--- src/rtl/write_buffer_drain_pkg.sv ---
// -----------------------------------------------------------------------------
// write_buffer_drain_pkg
// Shared definitions for the write-buffer drain engine: the drain FSM state
// encoding and helpers that derive the beat geometry of a buffered line.
// -----------------------------------------------------------------------------
package write_buffer_drain_pkg;

  // Drain FSM states: wait for data, pop strobe issued, capture popped line,
  // stream beats to memory.
  typedef enum logic [1:0] {
    IDLE  = 2'd0,
    POP   = 2'd1,
    LOAD  = 2'd2,
    WRITE = 2'd3
  } drain_state_e;

  // Width of the completed-line counter.
  localparam int LINES_WRITTEN_WIDTH = 16;

  // Number of memory beats needed to write one buffered line.
  function automatic int calc_beats(input int line_width, input int bus_width);
    return line_width / bus_width;
  endfunction

  // Byte-address stride between consecutive beats.
  function automatic int calc_beat_bytes(input int bus_width);
    return bus_width / 8;
  endfunction

endpackage

--- src/rtl/write_buffer_drain.sv ---
// -----------------------------------------------------------------------------
// write_buffer_drain
// Read-side engine of the data cache write buffer. Pops one line (address +
// LINE_WIDTH data) at a time, splits it into BUS_WIDTH beats and writes each
// beat to main memory over a req/ack handshake. Also reports, via a flush
// handshake, when every buffered store has reached memory.
//
// Ports:
//   clk, rst        clock, synchronous active-high reset
//   fifo_empty      write-buffer empty flag (registered, lags a pop by 1 cycle)
//   fifo_rd_en      one-cycle pop strobe to the write buffer
//   fifo_address    popped line base address (valid the cycle after the pop)
//   fifo_data       popped line data (valid the cycle after the pop)
//   mem_req         memory write request
//   mem_addr        beat byte address
//   mem_wdata       beat data
//   mem_ack         memory accepted the current beat
//   flush_req       level request for a full drain
//   flush_done      one-cycle pulse: buffer drained while flush_req high
//   busy            engine is not idle
//   lines_written   count of fully written lines (wraps)
// -----------------------------------------------------------------------------
module write_buffer_drain
  import write_buffer_drain_pkg::*;
#(
  parameter int ADDRESS_WIDTH = 32,
  parameter int LINE_WIDTH    = 128,
  parameter int BUS_WIDTH     = 32
) (
  input  logic                           clk,
  input  logic                           rst,
  input  logic                           fifo_empty,
  output logic                           fifo_rd_en,
  input  logic [ADDRESS_WIDTH-1:0]       fifo_address,
  input  logic [LINE_WIDTH-1:0]          fifo_data,
  output logic                           mem_req,
  output logic [ADDRESS_WIDTH-1:0]       mem_addr,
  output logic [BUS_WIDTH-1:0]           mem_wdata,
  input  logic                           mem_ack,
  input  logic                           flush_req,
  output logic                           flush_done,
  output logic                           busy,
  output logic [LINES_WRITTEN_WIDTH-1:0] lines_written
);

  localparam int BEATS      = calc_beats(LINE_WIDTH, BUS_WIDTH);
  localparam int BEAT_W     = (BEATS > 1) ? $clog2(BEATS) : 1;
  localparam int BEAT_BYTES = calc_beat_bytes(BUS_WIDTH);

  localparam logic [BEAT_W-1:0]        LAST_BEAT = BEAT_W'(BEATS - 1);
  localparam logic [ADDRESS_WIDTH-1:0] ADDR_STEP = ADDRESS_WIDTH'(BEAT_BYTES);

  drain_state_e                   state_q, state_d;
  logic [BEAT_W-1:0]              beat_q, beat_d;
  logic [LINE_WIDTH-1:0]          line_q, line_d;
  logic                           mem_req_q, mem_req_d;
  logic [ADDRESS_WIDTH-1:0]       mem_addr_q, mem_addr_d;
  logic [BUS_WIDTH-1:0]           mem_wdata_q, mem_wdata_d;
  logic [LINES_WRITTEN_WIDTH-1:0] lines_written_q, lines_written_d;
  logic [1:0]                     settle_q, settle_d;
  logic                           flush_done_q, flush_done_d;
  logic                           flush_seen_q, flush_seen_d;

  // Captured line viewed as beats; word 0 is the least significant slice.
  logic [BUS_WIDTH-1:0] line_words [BEATS];

  for (genvar gi = 0; gi < BEATS; gi++) begin : g_line_words
    assign line_words[gi] = line_q[gi*BUS_WIDTH +: BUS_WIDTH];
  end

  // Drain FSM. mem_addr_q doubles as the running beat address: stepping it by
  // one beat stride per ack equals base + beat*stride, wrapping naturally at
  // the top of the address space.
  always_comb begin
    state_d         = state_q;
    beat_d          = beat_q;
    line_d          = line_q;
    mem_req_d       = mem_req_q;
    mem_addr_d      = mem_addr_q;
    mem_wdata_d     = mem_wdata_q;
    lines_written_d = lines_written_q;
    fifo_rd_en      = 1'b0;

    case (state_q)
      IDLE: begin
        // The empty flag is settled here: at least three cycles have passed
        // since the previous pop. Reset suppresses the pop strobe.
        if (!fifo_empty && !rst) begin
          fifo_rd_en = 1'b1;
          state_d    = POP;
        end
      end

      POP: begin
        state_d = LOAD;
      end

      LOAD: begin
        line_d      = fifo_data;
        beat_d      = '0;
        mem_addr_d  = fifo_address;
        mem_wdata_d = fifo_data[BUS_WIDTH-1:0];
        mem_req_d   = 1'b1;
        state_d     = WRITE;
      end

      WRITE: begin
        if (mem_ack) begin
          if (beat_q == LAST_BEAT) begin
            mem_req_d       = 1'b0;
            lines_written_d = lines_written_q + 1'b1;
            state_d         = IDLE;
          end else begin
            beat_d      = beat_q + 1'b1;
            mem_addr_d  = mem_addr_q + ADDR_STEP;
            mem_wdata_d = line_words[beat_d];
          end
        end
      end

      default: begin
        state_d = IDLE;
      end
    endcase
  end

  // Flush settle: count idle-and-empty cycles while flush is requested
  // (saturating at 2), pulse once on reaching 2, then stay quiet until the
  // request is withdrawn.
  always_comb begin
    settle_d = 2'd0;
    if (state_q == IDLE && flush_req && fifo_empty) begin
      settle_d = (settle_q == 2'd2) ? settle_q : settle_q + 2'd1;
    end
    flush_done_d = flush_req && (settle_d == 2'd2) && !flush_seen_q;
    flush_seen_d = flush_req && (flush_seen_q || flush_done_d);
  end

  always_ff @(posedge clk) begin
    if (rst) begin
      state_q         <= IDLE;
      beat_q          <= '0;
      line_q          <= '0;
      mem_req_q       <= 1'b0;
      mem_addr_q      <= '0;
      mem_wdata_q     <= '0;
      lines_written_q <= '0;
      settle_q        <= 2'd0;
      flush_done_q    <= 1'b0;
      flush_seen_q    <= 1'b0;
    end else begin
      state_q         <= state_d;
      beat_q          <= beat_d;
      line_q          <= line_d;
      mem_req_q       <= mem_req_d;
      mem_addr_q      <= mem_addr_d;
      mem_wdata_q     <= mem_wdata_d;
      lines_written_q <= lines_written_d;
      settle_q        <= settle_d;
      flush_done_q    <= flush_done_d;
      flush_seen_q    <= flush_seen_d;
    end
  end

  assign mem_req       = mem_req_q;
  assign mem_addr      = mem_addr_q;
  assign mem_wdata     = mem_wdata_q;
  assign lines_written = lines_written_q;
  assign flush_done    = flush_done_q;
  assign busy          = (state_q != IDLE);

endmodule

--- config.mk ---
export PLATFORM = sky130hd
export DESIGN_NAME = write_buffer_drain
export DESIGN_NICKNAME = d
export VERILOG_FILES = /design/src/rtl/write_buffer_drain_pkg.sv /design/src/rtl/write_buffer_drain.sv
export SDC_FILE = /design/constraint.sdc
export NUM_CORES = 1
export LEC_CHECK = 0
export CORE_ASPECT_RATIO = 1.4
export CORE_UTILIZATION = 45
export DETAILED_ROUTE_END_ITERATION = 6
export PLACE_DENSITY = 0.74
export SETUP_SLACK_MARGIN = 0.5
export SLEW_MARGIN = 10
export SYNTH_ARGS = -nofsm -noshare
export SYNTH_HDL_FRONTEND = slang
export SYNTH_SLANG_ARGS = --single-unit
--- constraint.sdc ---
create_clock -name clk -period 3 [get_ports clk]
set_clock_uncertainty 0.1 [all_clocks]
set_input_delay 0.6 -clock clk [delete_from_list [all_inputs] [get_ports clk]]
set_output_delay 0.6 -clock clk [all_outputs]
set_load 0.02 [all_outputs]
* Word level (Yosys, flattened, before mapping)
Cells that the tools add are included.
Cells by class: add/sub/neg operators 4, order comparisons 1, eq/ne operators 10, mux-type cells 23, bitwise logic cells 1, reduce and logical (&&, ||, !) cells 17
Operators with widths (count):
- 32-bit two-way mux | 6
- 32-bit case mux with 2 select lines | 2
- 32-bit binary-select mux with 2-bit select | 1
- 32-bit by 3-bit adder with 32-bit output, second input constant | 1
- 16-bit by 1-bit adder with 16-bit output, second input constant | 1
- 2-bit two-way mux | 7
- 3-bit AND reduction | 4
- 2-bit == test, second input constant | 5
- 2-bit inequality test, second input constant | 4
- 2-bit case mux with 4 select lines | 1
- 1-bit logical AND | 6
- 2-bit by 1-bit adder with 2-bit output, second input constant | 2
- 1-bit two-way mux | 4
- 2-bit case mux with 2 select lines | 1
- 2-bit nonzero test | 2
- 3-bit >= comparator, second input constant | 1
- 1-bit zero test | 3
- 2-bit NOT with 3-bit output | 1
- 2-bit by 1-bit == test with 1-bit output, second input constant | 1
- 2-bit zero test | 1
- 1-bit case mux with 2 select lines | 1
- 1-bit logical OR | 1
Word-level totals: register bits 217, input bits 165, output and inout bits 84, logic and storage cells 66

* Depth between registers and ports, before layout
Gate-level depths: netlist of run 1.
depth in word-level cells 9, depth in mapped cells 9, gate-level depth less buffers 6

* Worst setup path after synthesis of run 1
No wires, ideal clock.
path type in2out, start in rst, end out fifo_rd_en, arrival time 1.641 ns, required time 2.300 ns, slack 0.659 ns, stages on the path 4, buffers on the path 3, cell sequence clkbuf_1 > clkbuf_1 > buf_1 > nor3_1
Between the ends: word-level cells in the longest chain between the ends 4
Ends and longest elaborated chain:
- start: declaration | line write_buffer_drain.sv:31 | input logic rst,
- 1-bit zero test | line write_buffer_drain.sv:88 | if (!fifo_empty && !rst) begin
- 1-bit logical AND | line write_buffer_drain.sv:88
- 1-bit two-way mux | line write_buffer_drain.sv:88
- 1-bit two-way mux | line write_buffer_drain.sv:84 | case (state_q)
- end: declaration | line write_buffer_drain.sv:33 | output logic fifo_rd_en,
No other way between the ends.

* Final worst setup path of run 1
start reg state_q[0], end out fifo_rd_en
Between the ends: word-level cells in the longest chain between the ends 2
Ends and longest elaborated chain:
- start: declaration | line write_buffer_drain.sv:53 | drain_state_e state_q, state_d;
- start signal: assignment | line write_buffer_drain.sv:152 | state_q <= state_d;
- 2-bit zero test | line write_buffer_drain.sv:84
- 1-bit two-way mux | line write_buffer_drain.sv:84
No other way between the ends.

==> parameters.txt, run 1 <==
Parameter                              Value

Synthesis
  Async S/R FF share, synth ... 0
  Post-Syn Area per Cell ... 9.38 um^2
  Post-synthesis instance area ... 0.00987 mm^2
  Area fraction of the dominant cell type after synthesis ... 0.440
  Cell variety after synth ... 61
  Largest cells by area after synthesis ... sky130_fd_sc_hd__dfxtp_1, sky130_fd_sc_hd__mux2i_1, sky130_fd_sc_hd__mux4_2
  Number of flops mapped to enable cells by yosys ... 0
  Share of the yosys chip area belonging to registers ... 0.440
  Count of warnings emitted by yosys ... 0
  Synth Flop Type ... sky130_fd_sc_hd__dfxtp_1
  Cells after Synth ... 1053
  Biggest area consumer among synthesized cells ... sky130_fd_sc_hd__dfxtp_1
  Synth Net Count ... 1226
  Synth Register Bits ... 217

Global route
  Global router's overall resource usage ... 0.251
  Antenna violations before repair ... 2
  First-pass GRT wire length ... 45100 um
  Remaining global-route overflow ... 0
  Maximum number of pins on one net before global-route repair ... 106
  Number of global-route vias before repair ... 8751

Worst setup path
  Category of cells accounting for the largest share of critical-path delay ... buffers and inverters
  Crit-path most repeated cell ... sky130_fd_sc_hd__inv_1
  Largest stage delay on the critical path ... 0.34 ns
  Nature of the critical path endpoint ... output port
  Category of the most critical setup path ... reg2out
  Arrival time at the worst endpoint ... 1.72 ns
  Required time of the critical path ... 2.30 ns
  Element type at the critical path start ... flop
  Buffers & Inverters on Critical Path ... 3
  Critical path, cell by cell ... inv_1 > ha_1 > inv_1 > nor3_1 > clkbuf_2
  Biggest fanout along the worst timing path ... 4
  Critical Path Slowest Stage Cell ... sky130_fd_sc_hd__dfxtp_1

Clock tree
  Root Buffer Master ... sky130_fd_sc_hd__clkbuf_16
  Clock Sink Count ... 217
  Clock buffers created by TritonCTS ... 23
  Post CTS Setup Buffer Count ... 0
  TritonCTS clock tree ... done
  Number of buffers inserted by hold repair at cts ... 0
  Clock transition at the registers of the reported paths ... 0.06 ns
  Clock latency at the later pin of the worst-skew pair ... 0.50 ns
  H-tree depth ... 1
  Number of buffers on the longest clock path ... 3

Pwr
  Leakage power total ... 4.53 nW
  Net switching power ... 0.00369 W
  Share of power burned in combinational logic ... 0.363
  Part of the power in registers ... 0.372
  Power density over cell area ... 806 mW/mm^2
  Clk pwr share ... 0.266
  Net Sw Frac ... 0.340
  Total power ... 0.0109 W
  Design internal power ... 0.00718 W
  Peak supply drop ... 586 uV

Timing
  Worst Tran Pin Value ... 1.10 ns
  Final setup violation count ... 0
  Fin Setup TNS ... 0 ns
  Min Clock Period, post-route ... 2.42 ns
  Worst slew margin relative to its limit ... 0.266
  Final worst path period share ... 0.805
  Final Hold Viols ... 0
  Max-slew violations ... 0
  Maximum clock rate ... 0.414 GHz
  Unrepaired setup endpoints after global routing ... true

Floorplan
  Initial cell density of the core ... 0.462
  Number of rows created at floorplan ... 63
  Die Y ... 177 um
  Floorplan core area ... 0.0214 mm^2
  Total Die Area ... 0.0225 mm^2
  IO Pins ... 249
  Chip width ... 127 um

Drt
  Total wire length ... 28600 um
  Starting DRC count in detailed routing ... 625
  DRC ... 0
  DRT Pass-1 Iters ... 5
  Avg Vias per Cell ... 5.57
  Average routed wire per standard cell ... 18.1 um
  Count of vias placed by the detailed router ... 8805
  Final ANT Viol Nets ... 0

Run
  Max-capacitance violation count ... 0

Worst hold path
  Worst Hold Class ... reg2reg

Finish
  Number of fill cells in the layout ... 1765
  Fraction of final layout cells sized beyond drive strength 1 ... 0.0915
  Relative area change from synthesis to final layout ... 36.6%
  Commonest cells after routing, fill and taps aside ... sky130_fd_sc_hd__clkdlybuf4s50_1, sky130_fd_sc_hd__dfxtp_1, sky130_fd_sc_hd__nor2_1
  Number of nets in the final layout ... 1446
  Most frequent standard cell in the layout excluding fill and tap cells ... sky130_fd_sc_hd__clkdlybuf4s50_1

Placement
  PortBufs ... 248
  Post-detailed-placement half-perimeter wirelength ... 19600 um
  RePlAce Congestion ... 0.909

Outcome
  Status ... finished, final reports clean
## cells in the mapped netlist, types with 5 or more instances
master,instances
sky130_fd_sc_hd__or3_1,9
sky130_fd_sc_hd__nor4_1,7
sky130_fd_sc_hd__a31oi_1,8
sky130_fd_sc_hd__a21oi_1,65
sky130_fd_sc_hd__dfxtp_1,217
sky130_fd_sc_hd__nand2_1,65
sky130_fd_sc_hd__nand4_1,15
sky130_fd_sc_hd__o211ai_1,9
sky130_fd_sc_hd__buf_1,20
sky130_fd_sc_hd__xnor2_1,5
sky130_fd_sc_hd__nor2b_1,13
sky130_fd_sc_hd__or4_1,15
sky130_fd_sc_hd__o311ai_0,5
sky130_fd_sc_hd__ha_1,8
sky130_fd_sc_hd__o31ai_1,5
sky130_fd_sc_hd__clkbuf_1,55
sky130_fd_sc_hd__nor2_1,183
sky130_fd_sc_hd__buf_2,5
sky130_fd_sc_hd__nor3_1,14
sky130_fd_sc_hd__nand3_1,12
sky130_fd_sc_hd__mux2i_1,132
sky130_fd_sc_hd__o21ai_0,28
sky130_fd_sc_hd__inv_1,16
sky130_fd_sc_hd__and3_1,13
sky130_fd_sc_hd__a211oi_1,35
sky130_fd_sc_hd__mux4_2,32
## state kept, by name, summed over array words and instances, names as in the netlist
register       flops
beat_q             2
flush_seen_q       1
flush_done         1
state_q            2
line_q           128
lines_written     16
mem_wdata         32
mem_req            1
mem_addr          32
settle_q           2
## kinds of logic (layout without fill, tap and decap cells)
logic type / after synthesis / after routing / synth area share
other: 0 / 1 / 0
multiplexers: 165 / 165 / 0.208
AO/OA/AOI/OAI: 183 / 183 / 0.118
adder cells (fa/ha/maj): 8 / 8 / 0.0101
buffers and inverters: 97 / 333 / 0.0375
AND/OR/NAND/NOR: 377 / 377 / 0.181
XOR/XNOR: 6 / 6 / 0.00532
flip-flops: 217 / 217 / 0.440
## what timing repair did
| item | in CTS | in global routing |
|---|---|---|
| setup endpoints to repair | 2 | 19 |
| hold endpoints to repair | 0 | 0 |
| resized for setup | 2 | 4 |
| pin swaps | 0 | 0 |
## final timing paths
kind                                      to  slack (ns)  cells after the start    startpoint
worst max-delay path              fifo_rd_en        0.58                      5    state_q[0]
worst min register to register    flush_done        0.33                      1  flush_seen_q
worst max register to register  mem_addr[25]        0.66                      4  mem_addr[20]
worst min-delay path              flush_done        0.33                      1  flush_seen_q
## stage by stage
step	utilization	hold slack, ns	cell area [um^2]	cells	worst slack (ns)
4_1_cts	0.631	0.327	13500	1581	0.428
5_1_grt	0.631	0.340	13500	1582	0.490
6_report	0.631	0.325	13500	1582	0.584
3_3_place_gp	0.595	0.318	12700	1540	0.367
2_1_floorplan	-	0.297	9870	1053	0.659
3_5_place_dp	0.595	0.322	12700	1540	0.355
## routing by layer
layer  global-route usage  vias to the layer above  wire, um  part of all wire
li1                     -                     4244         -                 -
met1                0.286                     4147     11100              0.39
met2                0.444                      321     14200              0.50
met3               0.0523                       91      1860             0.065
met4                0.128                        2      1330             0.047
met5                    0                        -        13           0.00046
## layout make-up
| cell class | instances | area, um^2 | area share |
|---|---|---|---|
| flip-flops and latches | 217 | 4350 | 0.322 |
| diodes | 1 | 2.50 | 0.000186 |
| clock inverters | 8 | 90.1 | 0.00668 |
| inverters | 17 | 63.8 | 0.00473 |
| well taps | 292 | 365 | 0.0271 |
| clock buffers | 33 | 683 | 0.0506 |
| repair buffers | 275 | 2740 | 0.203 |
| multi-input cells | 739 | 5190 | 0.385 |
## power by group through the flow
stage | clock network (W) | registers (W) | logic, W
floorplan | 0 | 0.00429 | 0.00214
global placement | 0 | 0.00405 | 0.00389
detailed placement | 0 | 0.00408 | 0.00395
CTS | 0.00296 | 0.00402 | 0.00396
global route | 0.00308 | 0.00412 | 0.00426
finish | 0.00289 | 0.00404 | 0.00394
No activity file was read; power rests on OpenSTA's default activity.
==> inputs of run 2 (changes only) <==
==> constraint.sdc (replaced) <==
create_clock -name clk -period 2.5 [get_ports clk]
set_clock_uncertainty 0.1 [all_clocks]
set_input_delay 0.5 -clock clk [delete_from_list [all_inputs] [get_ports clk]]
set_output_delay 0.5 -clock clk [all_outputs]
set_load 0.02 [all_outputs]
==> run 2 against run 1 <==
Global-route usage is 0.66 points higher. Cell count is 2.6% higher. Hold slack worse by 0.066 ns. Via count is 3.5% higher. Non-clock buffer count is 44 higher. First-iteration DRC count is 9.6% higher. Core utilization is 2.8 points higher. Critical endpoint is now mem_addr[25].
==> parameters.txt, run 2 (same netlist as run 1, synthesis figures left out) <==
Parameter                              Value

Worst hold path
  Min-Delay Startpoint ... rst
  WHS Path Cells ... 2 (+1)
  Worst Hold Class ... in2reg
  Endpoint, Worst Hold ... mem_addr[0]

Run
  Max-capacitance violation count ... 0 (unchanged)

Drt
  DRC ... 0 (unchanged)
  DRT Pass-1 Iters ... 6 (+1)
  Avg Vias per Cell ... 5.61 (+0.87%)
  Starting DRC count in detailed routing ... 685 (+9.6%)
  Count of vias placed by the detailed router ... 9112 (+3.5%)
  Final ANT Viol Nets ... 0 (unchanged)
  Total wire length ... 30600 um (+7.3%)
  Average routed wire per standard cell ... 18.9 um (+4.6%)

Global route
  Met2 layer usage reported by global route ... 0.459 (+0.0153)
  Remaining global-route overflow ... 0 (unchanged)
  Global Route met1 Usage ... 0.294 (+0.00871)
  Maximum number of pins on one net before global-route repair ... 83 (-22%)
  Number of global-route vias before repair ... 9038 (+3.3%)
  First-pass GRT wire length ... 46300 um (+2.5%)
  Global routing met3 resource utilization ... 0.0626 (+0.0103)
  Antenna violations before repair ... 0 (-2)
  Busiest metal layer after global routing ... met2
  Global router's overall resource usage ... 0.258 (+0.00663)

Timing
  Maximum clock rate ... 0.485 GHz
  Final Hold Viols ... 0 (unchanged)
  Min Clock Period, post-route ... 2.06 ns
  Unrepaired setup endpoints after global routing ... true
  Worst slew margin relative to its limit ... 0.447 (+0.181)
  Final worst path period share ... 0.825
  Worst Tran Pin Value ... 0.829 ns (-0.272 ns)
  Worst Slack Setup Final ... 0.437 ns (-0.148 ns)
  Max-slew violations ... 0 (unchanged)
  Fin Setup TNS ... 0 ns (unchanged)
  Final setup violation count ... 0 (unchanged)

Worst setup path
  Critical R2R Capture ... mem_addr[25]
  Buffers & Inverters on Critical Path ... 0 (-3)
  Nature of the critical path endpoint ... flop
  Critical Path Slowest Stage Cell ... sky130_fd_sc_hd__or4_4
  Critical R2R Launch ... mem_addr[22]
  Required time of the critical path ... 2.79 ns (+0.49 ns)
  Critical path, cell by cell ... nand4_1 > or4_4 > or3_4 > mux2_4
  Reg-to-reg slack, setup ... 0.44 ns (-0.22 ns)
  Category of the most critical setup path ... reg2reg
  Largest stage delay on the critical path ... 0.59 ns (+0.25 ns)
  Biggest fanout along the worst timing path ... 3 (-1)
  Arrival time at the worst endpoint ... 2.35 ns (+0.63 ns)
  Element type at the critical path start ... flop
  Category of cells accounting for the largest share of critical-path delay ... simple AND/OR/NAND/NOR gates
  Length in cells of the worst reg-to-reg path ... 4 (unchanged)

Clock tree
  Number of buffers on the longest clock path ... 3 (unchanged)
  Clock buffers created by TritonCTS ... 22 (-4.3%)
  Clock Sink Count ... 217 (unchanged)
  Clock latency at the later pin of the worst-skew pair ... 0.50 ns (about the same)
  H-tree depth ... 1 (unchanged)
  Number of buffers inserted by hold repair at cts ... 0 (unchanged)
  Root Buffer Master ... sky130_fd_sc_hd__clkbuf_16
  TritonCTS clock tree ... done
  Clock transition at the registers of the reported paths ... 0.06 ns (about the same)

Floorplan
  IO Pins ... 249 (unchanged)
  Total Die Area ... 0.0225 mm^2 (unchanged)
  Die Y ... 177 um (unchanged)
  Chip width ... 127 um (unchanged)
  Initial cell density of the core ... 0.462 (unchanged)
  Number of rows created at floorplan ... 63 (unchanged)
  Floorplan core area ... 0.0214 mm^2 (unchanged)

Placement
  Post-detailed-placement half-perimeter wirelength ... 19600 um (-0.43%)
  Post-Place Cell Area ... 0.0129 mm^2 (+1.3%)
  PortBufs ... 248 (unchanged)
  RePlAce Congestion ... 0.969 (+6.6%)
  Post-Place Setup Slack ... 0.0217 ns (-0.333 ns)

Finish
  Diodes inserted ... 0 (-1)
  Fraction of final layout cells sized beyond drive strength 1 ... 0.157 (+0.0655)
  Number of nets in the final layout ... 1489 (+3.0%)
  Largest register by flop count ... line_q
  Most frequent standard cell in the layout excluding fill and tap cells ... sky130_fd_sc_hd__dfxtp_1
  Max reg flops ... 128 (unchanged)
  Relative area change from synthesis to final layout ... 42.6%
  Commonest cells after routing, fill and taps aside ... sky130_fd_sc_hd__dfxtp_1, sky130_fd_sc_hd__nor2_1, sky130_fd_sc_hd__clkdlybuf4s50_1
  Finished Cell Area ... 0.0141 mm^2 (+4.4%)

Pwr
  Peak supply drop ... 623 uV (+6.2%)
  Leakage power total ... 5.21 nW (+15%)
  Power density over cell area ... 948 mW/mm^2 (+18%)

Outcome
  Status ... finished, final reports clean
==> run 2: worst max path at each step <==
stage | startpoint | endpoint | slack, ns | depth (start not counted)
2_1_floorplan | mem_addr[2] | mem_addr[22] | 0.49 | 6
3_5_place_dp | mem_ack | lines_written[14] | 0.02 | 6
3_3_place_gp | mem_ack | lines_written[15] | 0.05 | 5
5_1_grt | state_q[1] | fifo_rd_en | 0.41 | 5
6_report | mem_addr[22] | mem_addr[25] | 0.44 | 4
4_1_cts | state_q[0] | fifo_rd_en | 0.35 | 5
==> run 2: layer usage <==
| layer | part of all wire | routed length, um | vias to the layer above |
|---|---|---|---|
| met5 | 0 | 0 | - |
| met4 | 0.035 | 1080 | 0 |
| met3 | 0.072 | 2190 | 82 |
| met2 | 0.50 | 15400 | 348 |
| met1 | 0.39 | 12000 | 4357 |
| li1 | - | - | 4325 |
==> run 2: report_power, final <==
part           internal [W]  total [W]  switching (W)  leakage (nW)
Sequential          0.00429    0.00486       0.000567          1.78
Clock               0.00194    0.00328        0.00134         0.354
Combinational       0.00246    0.00521        0.00275          3.09
Total               0.00869     0.0134        0.00466          5.21
==> run 2: area by class of cell <==
| cell class | count | area, um^2 |
|---|---|---|
| inverters | 17 | 66.3 |
| clock buffers | 35 | 671 |
| fillers | 1781 | 7280 |
| repair buffers | 319 | 3150 |
| flip-flops and latches | 217 | 4410 |
| multi-input cells | 739 | 5370 |
| well taps | 292 | 365 |
| clock inverters | 4 | 45.0 |
==> run 2: metrics by stage <==
| step | total power, W | hold slack (ns) | utilization | cells |
|---|---|---|---|---|
| CTS | 0.0128 | 0.240 | 0.639 | 1598 |
| floorplan | 0.00778 | 0.297 | - | 1053 |
| detailed placement | 0.00972 | 0.329 | 0.603 | 1545 |
| global route | 0.0140 | 0.248 | 0.659 | 1623 |
| global placement | 0.00963 | 0.312 | 0.603 | 1545 |
| finish | 0.0134 | 0.260 | 0.659 | 1623 |
==> run 2: repair_timing <==
| item | 4_1_cts | 5_1_grt |
|---|---|---|
| endpoints found under the hold margin | 0 | 0 |
| endpoints found under the setup margin | 102 | 44 |
| gates cloned | 0 | 7 |
| resized for setup | 112 | 30 |
| buffers inserted | 14 | 18 |
| pin swaps | 10 | 18 |
==> inputs of run 3 (changes only) <==
==> constraint.sdc (replaced) <==
create_clock -name clk -period 2 [get_ports clk]
set_clock_uncertainty 0.1 [all_clocks]
set_input_delay 0.4 -clock clk [delete_from_list [all_inputs] [get_ports clk]]
set_output_delay 0.4 -clock clk [all_outputs]
set_load 0.02 [all_outputs]
==> run 3 against run 2 <==
Die area unchanged. Critical path depth increased by 4. Sequential share of layout area decreased by 5.4 points. Largest power group unchanged. The run now ends with setup timing left. Design area increased by 24%. Non-clock buffer count increased by 160. Sequential cell count unchanged. Largest cell class unchanged. Clock power increased by 32%.
==> parameters.txt, run 3 (same netlist as run 1, synthesis figures left out) <==
Parameter                              Value

Worst setup path
  Biggest fanout along the worst timing path ... 6 (+3)
  Nature of the critical path endpoint ... flop
  Category of the most critical setup path ... reg2reg
  Element type at the critical path start ... flop
  Required time of the critical path ... 2.36 ns (-0.43 ns)
  Arrival time at the worst endpoint ... 2.44 ns (+0.09 ns)

Drt
  DRC ... 0 (unchanged)
  Final ANT Viol Nets ... 0 (unchanged)
  Total wire length ... 39800 um (+30%)
  Starting DRC count in detailed routing ... 637 (-7.0%)
  Avg Vias per Cell ... 5.86 (+4.4%)
  Average routed wire per standard cell ... 22.2 um (+17%)
  Count of vias placed by the detailed router ... 10511 (+15%)
  DRT Pass-1 Iters ... 5 (-1)

Pwr
  Clk pwr share ... 0.198 (-0.048)
  Power density over cell area ... 1260 mW/mm^2 (+33%)
  Net Sw Frac ... 0.351 (+0.00171)
  Total power ... 0.0220 W (+64%)
  Leakage power total ... 6.42 nW (+23%)
  Net switching power ... 0.00770 W (+65%)
  Share of power burned in combinational logic ... 0.519 (+0.129)
  Part of the power in registers ... 0.283 (-0.081)
  Peak supply drop ... 1220 uV (+95%)
  Design internal power ... 0.0143 W (+64%)

Finish
  Largest register by flop count ... line_q
  Sequential cell area ... 0.00452 mm^2 (+2.6%)
  Most frequent standard cell in the layout excluding fill and tap cells ... sky130_fd_sc_hd__nor2_1
  Number of fill cells in the layout ... 1194 (-33%)
  Commonest cells after routing, fill and taps aside ... sky130_fd_sc_hd__nor2_1, sky130_fd_sc_hd__clkdlybuf4s50_1, sky130_fd_sc_hd__buf_6
  End-of-flow core utilization ... 0.816 (+0.157)
  Number of nets in the final layout ... 1654 (+11%)
  Relative area change from synthesis to final layout ... 76.6%
  Filler-free cell count of the finished design ... 1793 (+10%)
  Area of the multi-input gates ... 0.00614 mm^2 (+14%)
  Max reg flops ... 128 (unchanged)
  Fraction of final layout cells sized beyond drive strength 1 ... 0.421 (+0.264)

Placement
  Post-detailed-placement half-perimeter wirelength ... 21200 um (+8.5%)
  Post-placement cell count ... 1609 (+4.1%)
  Post-Place Setup Slack ... -0.461 ns (-0.483 ns)
  RePlAce Congestion ... 0.977 (+0.79%)
  PortBufs ... 248 (unchanged)

Clock tree
  Clock buffers created by TritonCTS ... 22 (unchanged)
  Number of buffers inserted by hold repair at cts ... 0 (unchanged)
  TritonCTS clock tree ... done
  Number of buffers on the longest clock path ... 3 (unchanged)
  Clock transition at the registers of the reported paths ... 0.07 ns (about the same)
  Clock latency at the later pin of the worst-skew pair ... 0.51 ns (about the same)
  Root Buffer Master ... sky130_fd_sc_hd__clkbuf_16
  Clock Sink Count ... 217 (unchanged)
  H-tree depth ... 1 (unchanged)

Timing
  Final worst path period share ... 1.04 (+0.216)
  Unrepaired setup endpoints after global routing ... true
  Maximum clock rate ... 0.480 GHz (-0.89%)
  Final Hold Viols ... 0 (unchanged)
  Max-slew violations ... 0 (unchanged)
  Min Clock Period, post-route ... 2.08 ns (+0.0185 ns)
  Worst Slack Setup Final ... -0.0817 ns (-0.518 ns)
  Worst Tran Pin Value ... 0.959 ns (+0.130 ns)
  Worst slew margin relative to its limit ... 0.361 (-0.0864)
  Final setup violation count ... 4 (+4)

Global route
  Met2 layer usage reported by global route ... 0.570 (+0.111)
  Busiest metal layer after global routing ... met2
  Global routing met3 resource utilization ... 0.0583 (-0.00423)
  First-pass GRT wire length ... 54100 um (+17%)
  Remaining global-route overflow ... 0 (unchanged)
  Global router's overall resource usage ... 0.310 (+0.0519)
  Maximum number of pins on one net before global-route repair ... 185 (+120%)
  Number of global-route vias before repair ... 9945 (+10%)
  Antenna violations before repair ... 6 (+6)
  Global Route met1 Usage ... 0.334 (+0.0394)

Worst hold path
  Worst Hold Class ... in2reg

Floorplan
  IO Pins ... 249 (unchanged)
  Number of rows created at floorplan ... 63 (unchanged)
  Chip width ... 127 um (unchanged)
  Die Y ... 177 um (unchanged)
  Floorplan core area ... 0.0214 mm^2 (unchanged)
  Total Die Area ... 0.0225 mm^2 (unchanged)
  Initial cell density of the core ... 0.462 (unchanged)

Outcome
  Violated checks ... setup timing
  Status ... finished, violations left

Run
  Max-capacitance violation count ... 0 (unchanged)
run 3: cell types whose count changed in the layout (fill, tap and decap cells not counted), sizes merged:
cell | before | now
dlygate4sd2 | 82 | 0
clkinvlp | 0 | 1
inv | 17 | 18
buf | 68 | 306
bufinv | 1 | 2
or4 | 16 | 17
diode | 0 | 5
nand2 | 65 | 68
bufbuf | 0 | 2
run 3: final timing paths:
path | start | endpoint | slack (ns) | cells past startpoint
worst max-delay path | beat_q[0] | mem_addr[29] | -0.08 | 8
worst min-delay path | rst | mem_addr[4] | 0.09 | 2
worst max register to register | beat_q[0] | mem_addr[29] | -0.08 | 8
worst min register to register | flush_seen_q | flush_done | 0.33 | 1
run 3: critical path, cell delays in order, from the launching register on:
cell and delay, ns:
sky130_fd_sc_hd__dfxtp_4 0.36, sky130_fd_sc_hd__ha_4 0.18, sky130_fd_sc_hd__buf_6 0.12, sky130_fd_sc_hd__nand3b_1 0.20
sky130_fd_sc_hd__buf_4 0.18, sky130_fd_sc_hd__buf_12 0.14, sky130_fd_sc_hd__nor4_1 0.33, sky130_fd_sc_hd__nand4_1 0.17
sky130_fd_sc_hd__or3b_4 0.25
run 3: power groups by stage:
stage / registers (W) / clock network (W) / logic, W
2_1_floorplan: 0.00653 / 0 / 0.00370
3_3_place_gp: 0.00605 / 0 / 0.00667
3_5_place_dp: 0.00610 / 0 / 0.00678
4_1_cts: 0.00608 / 0.00433 / 0.00942
5_1_grt: 0.00631 / 0.00455 / 0.0118
6_report: 0.00621 / 0.00434 / 0.0114
run 3: timing repair:
item                       in CTS  in global routing
resized for setup             653                190
gates cloned                   21                 11
buffers inserted               59                 49
pin swaps                      51                 42
setup endpoints to repair     291                282
run 3: final cells by class:
| class | count | share of cell area |
|---|---|---|
| multi-input combinational | 743 | 0.352 |
| clock buffer | 33 | 0.0380 |
| clock inverter | 6 | 0.00481 |
| inverter | 17 | 0.00546 |
| tap | 292 | 0.0210 |
| timing repair inverter | 1 | 0.000646 |
| sequential | 217 | 0.259 |
| timing repair buffer | 479 | 0.318 |
| antenna | 5 | 0.000718 |
run 3: per-layer routing:
layer	wire (um)	up-vias	share of wire
met1	14300	5163	0.36
met3	2530	157	0.064
met4	2220	0	0.056
met2	20700	503	0.52
met5	0	-	0
li1	-	4688	-
run 3: stage by stage:
step                      hold WS, ns  TNS [ns]  cell area, um^2
after detailed placement        0.316    -13.50            13600
after CTS                      0.0615         0            16000
after global routing           0.0714    -0.672            17400
after floorplan                 0.297         0            10500
final                          0.0914    -0.169            17400
after global placement          0.313    -10.78            13600
